File: config.mk
export PLATFORM = sky130hd
export DESIGN_NAME = u_arrbam8_mac_acc
export DESIGN_NICKNAME = d
export VERILOG_FILES = /design/src/rtl/u_arrbam8_mac_acc.sv
export SDC_FILE = /design/constraint.sdc
export NUM_CORES = 1
export LEC_CHECK = 0
export CAP_MARGIN = 25
export CORE_UTILIZATION = 40
export CTS_BUF_LIST = sky130_fd_sc_hd__clkbuf_4
export CTS_CLUSTER_DIAMETER = 40
export CTS_CLUSTER_SIZE = 10
export DETAILED_ROUTE_END_ITERATION = 12
export GPL_TIMING_DRIVEN = 0
export HOLD_SLACK_MARGIN = 0.15
export PLACE_DENSITY = 0.7
export RECOVER_POWER = 50
export SYNTH_ARGS = -nofsm -noshare
export SYNTH_HDL_FRONTEND = slang
export SYNTH_SLANG_ARGS = --single-unit
File: constraint.sdc
create_clock -name clk -period 15.2 [get_ports clk]
set_input_delay 2.28 -clock clk [delete_from_list [all_inputs] [get_ports clk]]
set_output_delay 2.28 -clock clk [all_outputs]
set_load 0.01 [all_outputs]
File: src/rtl/u_arrbam8_mac_acc.sv
// Approximate multiply-accumulate stage: 8x8 unsigned broken-array product
// (vertical cut V_CUT, horizontal cut H_CUT), summed over ACC_LEN beats.
//
// Handshake rules (both ports): a transfer happens on a rising clk edge where
// valid and ready are both 1. A producer holds valid and its data stable
// until the transfer. in_ready never depends on in_valid. out_valid/mac_out
// never depend on out_ready within a cycle.
module u_arrbam8_mac_acc #(
    parameter int V_CUT   = 10,
    parameter int H_CUT   = 0,
    parameter int ACC_LEN = 4,
    parameter int ACC_W   = 18
) (
    input  logic             clk,
    input  logic             rst_n,
    input  logic             clear,
    input  logic             in_valid,
    output logic             in_ready,
    input  logic [7:0]       a,
    input  logic [7:0]       b,
    output logic             out_valid,
    input  logic             out_ready,
    output logic [ACC_W-1:0] mac_out
);

    localparam int CNT_W = $clog2(ACC_LEN + 1);

    typedef enum logic [1:0] {
        ACCUM = 2'd0,
        DRAIN = 2'd1,
        HOLD  = 2'd2
    } state_t;

    state_t           state;
    logic [CNT_W-1:0] count;
    logic [ACC_W-1:0] acc;
    logic             in_ready_q;
    logic             op_valid;
    logic [7:0]       op_a;
    logic [7:0]       op_b;
    logic             p_valid;
    logic [15:0]      p_reg;
    logic             accept;
    logic             last_beat;

    // Broken-array product: keep a[i]&b[j] only when i+j reaches the vertical
    // cut and row j is at or above the horizontal cut.
    function automatic logic [15:0] bam_product(input logic [7:0] x, input logic [7:0] y);
        logic [15:0] s;
        s = '0;
        for (int i = 0; i < 8; i++) begin
            for (int j = 0; j < 8; j++) begin
                if ((i + j) >= V_CUT && j >= H_CUT && x[i] && y[j]) begin
                    s = s + (16'd1 << (i + j));
                end
            end
        end
        return s;
    endfunction

    // clear wins over everything, so a beat offered alongside it is refused.
    assign in_ready  = in_ready_q & ~clear;
    assign accept    = in_valid & in_ready;
    assign last_beat = (count == CNT_W'(ACC_LEN - 1));

    // Two-stage product pipe: operand register, then registered product.
    always_ff @(posedge clk or negedge rst_n) begin
        if (!rst_n) begin
            op_valid <= 1'b0;
            op_a     <= '0;
            op_b     <= '0;
            p_valid  <= 1'b0;
            p_reg    <= '0;
        end else if (clear) begin
            op_valid <= 1'b0;
            p_valid  <= 1'b0;
        end else begin
            op_valid <= accept;
            if (accept) begin
                op_a <= a;
                op_b <= b;
            end
            p_valid <= op_valid;
            if (op_valid) begin
                p_reg <= bam_product(op_a, op_b);
            end
        end
    end

    // Group FSM: counts beats, accumulates products, publishes and holds the sum.
    always_ff @(posedge clk or negedge rst_n) begin
        if (!rst_n) begin
            state      <= ACCUM;
            count      <= '0;
            acc        <= '0;
            mac_out    <= '0;
            out_valid  <= 1'b0;
            in_ready_q <= 1'b0;
        end else if (clear) begin
            state      <= ACCUM;
            count      <= '0;
            acc        <= '0;
            out_valid  <= 1'b0;
            in_ready_q <= 1'b1;
        end else begin
            if (p_valid) begin
                acc <= acc + ACC_W'(p_reg);
            end
            case (state)
                ACCUM: begin
                    in_ready_q <= 1'b1;
                    if (accept) begin
                        count <= count + CNT_W'(1);
                        if (last_beat) begin
                            in_ready_q <= 1'b0;
                            state      <= DRAIN;
                        end
                    end
                end
                DRAIN: begin
                    // Pipe empty means the last product is already in acc.
                    if (!op_valid && !p_valid) begin
                        mac_out   <= acc;
                        out_valid <= 1'b1;
                        state     <= HOLD;
                    end
                end
                HOLD: begin
                    if (out_ready) begin
                        out_valid  <= 1'b0;
                        acc        <= '0;
                        count      <= '0;
                        in_ready_q <= 1'b1;
                        state      <= ACCUM;
                    end
                end
                default: begin
                    state <= ACCUM;
                end
            endcase
        end
    end

endmodule
==> results.json, run 1 <==
{
  "outcome": "finished with violations",
  "violations": "capacitance limit, slew limit",
  "first_global_vias": 2475,
  "startpoint": "op_b[6]",
  "required_ns": 15.48,
  "placed_cell_area_um2": 3670,
  "tightest_slew_ns": 2.16,
  "max_slew_margin_pct": -44.1,
  "vias": 2615,
  "cpMaxStageDelayCell": "fa_1",
  "syn_area_um2": 3280,
  "setup_viol": 0,
  "drt-initial-drc-count": 124,
  "register_area_um2": 1030,
  "cts.htree.levels": 2,
  "firstDrtPassIters": 4,
  "crit_path_start_kind": "flop",
  "wl_per_cell_um": 12.6,
  "wl_met3_um": 270,
  "cts_sinks": 41,
  "coreArea_um2": 7810,
  "fin_skew_ns": 0.0150,
  "yosysWarnings": 0,
  "gp_congestion": 0.834,
  "fmaxAchievable_mhz": 117,
  "synth-seq-cells": 41,
  "portBuffers": 24,
  "gr-total-overflow": 0,
  "grt_use_total_pct": 16.0,
  "syn_inst": 369,
  "syn_avg_cell_area_um2": 8.88,
  "cts_max_path_buffers": 2,
  "initial_core_util_pct": 42.0,
  "power.density_nw_per_um2": 112,
  "route.detailed.drc": 0,
  "synthFlopType": "dfrtp_1",
  "die_h_um": 92.5,
  "antenna_found_initial": 0,
  "p_leak_nw": 1.81,
  "rsz0062_at_grt": "false",
  "layout_commonest_cell": "nand2_1",
  "hold_violations": 0,
  "die_area_um2": 8560,
  "dr_wl_met2_um": 3060,
  "synthAdderAreaFrac_pct": 8.85,
  "chipWidth_um": 92.5,
  "layout_setup_ws_ns": 6.62,
  "path_clk_slew_ns": 0.13,
  "dr.max_layer_used": "met4",
  "vdd_drop_max_mv": 0.0423,
  "cap_violations": 1,
  "seq_area_frac_synth_pct": 31.3,
  "holdBufCountCts": 0,
  "synth_top_family_by_area": "simple AND/OR/NAND/NOR gates",
  "final_cell_area_um2": 3750,
  "synth_compound_area_share_pct": 13.9,
  "ios": 41,
  "fin_tns_setup_ns": 0,
  "sequentialPowerShare_pct": 34.1,
  "multi_input_area_um2": 2080,
  "ant_nets": 0,
  "worstHoldStart": "op_a[3]",
  "p_comb_share_pct": 49.7,
  "syn_to_final_growth_pct": 14.5,
  "power_mw": 0.422,
  "worstSkewPairLatency_ns": 0.34,
  "switchingPower_mw": 0.165,
  "critical_path.max_stage_delay_ns": 0.66,
  "period_minus_slack_ns": 8.58,
  "layout-drive-gt1-share_pct": 10.2,
  "synth-xor-area-share_pct": 10.4,
  "dp_hpwl_um": 4980,
  "post_cts_buffers": 0,
  "num_rows": 32,
  "root_buffer": "clkbuf_4",
  "crit_type": "reg2reg",
  "wl_um": 6450,
  "routed_via_density": 5.11,
  "end_kind": "flop",
  "hold_slack_ns": 0.495,
  "dp_slack_ns": 6.70,
  "cts_tree": "built",
  "r2r_setup_slack_ns": 6.62,
  "cp_common_cell": "ha_1",
  "path_max_fanout": 10,
  "swShare_pct": 39.0,
  "num-fill-cells": 769,
  "drv_slew": 42,
  "r2r_end": "p_reg[15]",
  "power.internal_mw": 0.257,
  "layout_common_cells": "nand2_1, dfrtp_1, nor2_1",
  "synth_mux_area_share_pct": 7.82,
  "finalCritPeriodShare_pct": 56.5,
  "clkPwrFrac_pct": 16.2,
  "synth-edff-count": 0,
  "hold_path_class": "reg2reg",
  "grt_pass1_wl_um": 11200,
  "grt_max_degree": 42,
  "whs_path_depth": 2,
  "route.layer.met1.wl_um": 3080,
  "synth_simple_gate_area_share_pct": 21.4,
  "ys_types": 59,
  "holdPathEnd": "op_a[3]",
  "num-nets-final": 452,
  "cp_data_arrival_time_ns": 8.86,
  "async_reset_ff_share_pct": 100,
  "cts_made_buffers": 5,
  "antenna_cells": 0,
  "r2r_cells": 34,
  "cts_resized": 0,
  "worstReg2RegStart": "op_b[6]"
}
==> stage by stage <==
stage	utilization, %	instances
after floorplan	-	378
after global placement	47.1	504
after detailed placement	47.1	504
after CTS	48.1	512
after global routing	48.1	512
final	48.1	512
==> cell usage after synthesis, types with 4 or more instances <==
master | count | area share (%)
nand3_1 | 6 | 0.92
nand2_1 | 66 | 7.6
nand4_1 | 4 | 0.76
a21o_1 | 8 | 1.8
or3_1 | 4 | 0.76
mux2i_1 | 11 | 3.4
nor2b_1 | 4 | 0.76
xnor2_1 | 18 | 4.8
o21ai_0 | 14 | 2.1
nand2b_1 | 5 | 0.95
dfrtp_1 | 41 | 31
ha_1 | 20 | 7.6
nor2_1 | 25 | 2.9
buf_4 | 11 | 2.5
clkbuf_1 | 13 | 1.5
a21oi_1 | 15 | 2.3
xor2_1 | 10 | 2.7
inv_1 | 14 | 1.6
and2_1 | 6 | 1.1
mux2_2 | 11 | 3.8
and3_1 | 9 | 1.7
o211ai_1 | 4 | 0.92
==> worst max-delay path: cells and delay by family, from the launching register on <==
kind | cells | cell delay, ns
DFF | 1 | 0.48
AOI/OAI and AO/OA | 2 | 0.34
and+or+nand+nor | 13 | 2.58
xor gates and xnor gates | 8 | 2.26
adders and majority gates | 7 | 1.81
muxes | 1 | 0.30
buffers and inverters | 3 | 0.74
==> cell families after synthesis <==
group	after synthesis
flip-flops	41
buffers and inverters	41
multiplexers	23
other	1
AO/OA/AOI/OAI	65
AND/OR/NAND/NOR	144
adder cells (fa/ha/maj)	22
XOR/XNOR	32
==> worst max-delay path by stage <==
stage                     cells past startpoint        end
final                                        34  p_reg[15]
after global routing                         34  p_reg[15]
after CTS                                    34  p_reg[15]
after detailed placement                     34  p_reg[15]
after global placement                       34  p_reg[15]
after floorplan                              34  p_reg[15]
==> metal layers <==
layer	up-vias	GRT usage [%]
li1	1345	-
met1	1209	22.1
met2	57	26.5
met3	4	2.05
met4	0	3.91
met5	-	0
==> layout make-up <==
| class | count | area share [%] |
|---|---|---|
| multi-input cells | 296 | 55.5 |
| flip-flops and latches | 41 | 27.3 |
| repair buffers | 24 | 6.24 |
| plain buffers | 27 | 4.07 |
| well taps | 102 | 3.40 |
| inverters | 14 | 1.40 |
| clock inverters | 3 | 1.10 |
| clock buffers | 5 | 1.00 |
==> power by group through the flow <==
stage / clock [mW] / combinational [mW] / sequential (mW)
after CTS: 0.0707 / 0.211 / 0.144
after floorplan: 0 / 0.164 / 0.143
after global routing: 0.0752 / 0.238 / 0.147
after detailed placement: 0 / 0.209 / 0.146
final: 0.0685 / 0.210 / 0.144
after global placement: 0 / 0.202 / 0.145
Power figures use the tool's default switching activity.
==> run 2, diff against run 1 <==
==> constraint.sdc (replaced) <==
create_clock -name clk -period 8.81 [get_ports clk]
set_input_delay 1.3215 -clock clk [delete_from_list [all_inputs] [get_ports clk]]
set_output_delay 1.3215 -clock clk [all_outputs]
set_load 0.01 [all_outputs]
==> run 2 against run 1 <==
Against the previous run: the run still ends with capacitance limit, slew limit left; count of clock-buffer cells in the layout stayed put; routed wire length is 0.42% higher; non-clock buffer count unchanged; sequential power rose by 72%; global-route usage unchanged; combinational power increased by 73%; total power is 73% higher; register-to-register slack lost 6.0 ns; cell count did not move; largest cell class unchanged.
==> results.json, run 2 (synthesis results as in run 1) <==
{
  "outcome": "finished with violations",
  "violations": "capacitance limit, slew limit",
  "post_cts_buffers": 0,
  "startpoint": "op_b[6]",
  "hold_path_class": "reg2reg",
  "required_ns": 9.09,
  "num_rows": 32,
  "cpMaxStageDelayCell": "fa_2",
  "finalCritPeriodShare_pct": 93.1,
  "antenna_found_initial": 0,
  "vias": 2626,
  "ant_nets": 0,
  "layout_commonest_cell": "nand2_1",
  "crit_path_end": "p_reg[15]",
  "cap_violations": 1,
  "r2r_end": "p_reg[15]",
  "layout-drive-gt1-share_pct": 11.2,
  "cp_common_cell": "ha_1",
  "path_max_fanout": 10,
  "p_leak_nw": 1.82,
  "crit_path_start_kind": "flop",
  "gr-total-overflow": 0,
  "fin_skew_ns": 0.0158,
  "wl_um": 6480,
  "grt_max_degree": 42,
  "firstDrtPassIters": 5,
  "path_clk_slew_ns": 0.13,
  "gp_congestion": 0.834,
  "sequentialPowerShare_pct": 34.1,
  "critical_path.max_stage_delay_ns": 0.64,
  "worstSkewPairLatency_ns": 0.34,
  "cts.htree.levels": 2,
  "switchingPower_mw": 0.284,
  "worstReg2RegStart": "op_b[6]",
  "power.density_nw_per_um2": 194,
  "clkPwrFrac_pct": 16.2,
  "die_h_um": 92.5,
  "portBuffers": 24,
  "crit_type": "reg2reg",
  "rsz0062_at_grt": "false",
  "syn_to_final_growth_pct": 14.7,
  "max_slew_margin_pct": -43.4,
  "first_global_vias": 2475,
  "period_minus_slack_ns": 8.20,
  "power.internal_mw": 0.445,
  "layout_common_cells": "nand2_1, dfrtp_1, nor2_1",
  "r2r_setup_slack_ns": 0.61,
  "hold_violations": 0,
  "end_kind": "flop",
  "wl_per_cell_um": 12.7,
  "chipWidth_um": 92.5,
  "holdBufCountCts": 0,
  "cts_max_path_buffers": 2,
  "antenna_cells": 0,
  "r2r_cells": 34,
  "cts_made_buffers": 5,
  "setup_viol": 0,
  "dp_hpwl_um": 4980,
  "cts_resized": 0,
  "route.detailed.drc": 0,
  "ios": 41,
  "num-nets-final": 452,
  "power_mw": 0.729,
  "num-fill-cells": 768,
  "fmaxAchievable_mhz": 122,
  "grt_use_total_pct": 16.0,
  "fin_tns_setup_ns": 0,
  "p_comb_share_pct": 49.8,
  "vdd_drop_max_mv": 0.0736,
  "coreArea_um2": 7810,
  "cp_data_arrival_time_ns": 8.48,
  "die_area_um2": 8560,
  "drv_slew": 42,
  "initial_core_util_pct": 42.0,
  "tightest_slew_ns": 2.15,
  "routed_via_density": 5.13,
  "root_buffer": "clkbuf_4",
  "cts_sinks": 41,
  "swShare_pct": 39.0,
  "grt_pass1_wl_um": 11200,
  "cts_tree": "built",
  "drt-initial-drc-count": 117
}
run 2: cell types whose count changed in the layout (fill, tap and decap cells not counted):
cell,delta
fa_1,-1
xor3_2,+1
xor3_1,-1
clkbuf_1,-1
dfrtp_2,+1
fa_2,+1
dfrtp_1,-1
clkbuf_2,+1
run 2: worst max-delay path, delay by kind of cell, from the launching register on:
family | cells | cell delay [ns]
simple gates | 13 | 2.56
xor+xnor | 8 | 2.00
fa+ha+maj | 7 | 1.96
buf+inv | 3 | 0.50
flops | 1 | 0.47
compound gates | 2 | 0.34
mux | 1 | 0.29
run 2: area by class of cell:
type,count,area (µm²),share of cell area (%)
inverter,14,52.6,1.40
sequential,41,1030,27.3
timing repair buffer,24,234,6.23
multi-input combinational,296,2080,55.5
clock buffer,5,37.5,0.999
buffer,27,154,4.09
tap,102,128,3.40
clock inverter,3,41.3,1.10
run 2: per-layer routing:
metal	up-vias	GRT usage (%)	wire length [µm]
li1	1344	-	-
met1	1221	22.1	3110
met2	57	26.5	3050
met3	4	2.05	274
met4	0	3.91	45
met5	-	0	0
run 2: how the worst min path moves through the flow:
stage,startpoint,to,depth (start not counted)
after floorplan,op_a[3],op_a[3],2
after global placement,count[2],count[2],2
after detailed placement,op_a[3],op_a[3],2
after CTS,op_a[3],op_a[3],2
after global routing,mac_out[11],mac_out[11],1
final,op_a[3],op_a[3],2
run 2: stage by stage:
| stage | util [%] | worst slack (ns) | instance area [µm²] | hold slack (ns) | instances |
|---|---|---|---|---|---|
| floorplan | - | 1.21 | 3310 | 0.438 | 378 |
| global placement | 47.1 | 0.356 | 3680 | 0.457 | 504 |
| detailed placement | 47.1 | 0.308 | 3670 | 0.462 | 504 |
| CTS | 48.1 | 0.230 | 3750 | 0.500 | 512 |
| global route | 48.1 | 0.143 | 3760 | 0.529 | 512 |
| finish | 48.1 | 0.610 | 3760 | 0.495 | 512 |
run 2: power by group through the flow:
stage               logic [mW]  registers, mW  clock network [mW]
finish                   0.363          0.248               0.118
global route             0.411          0.254               0.130
CTS                      0.363          0.248               0.122
detailed placement       0.361          0.252                   0
global placement         0.349          0.251                   0
floorplan                0.283          0.247                   0
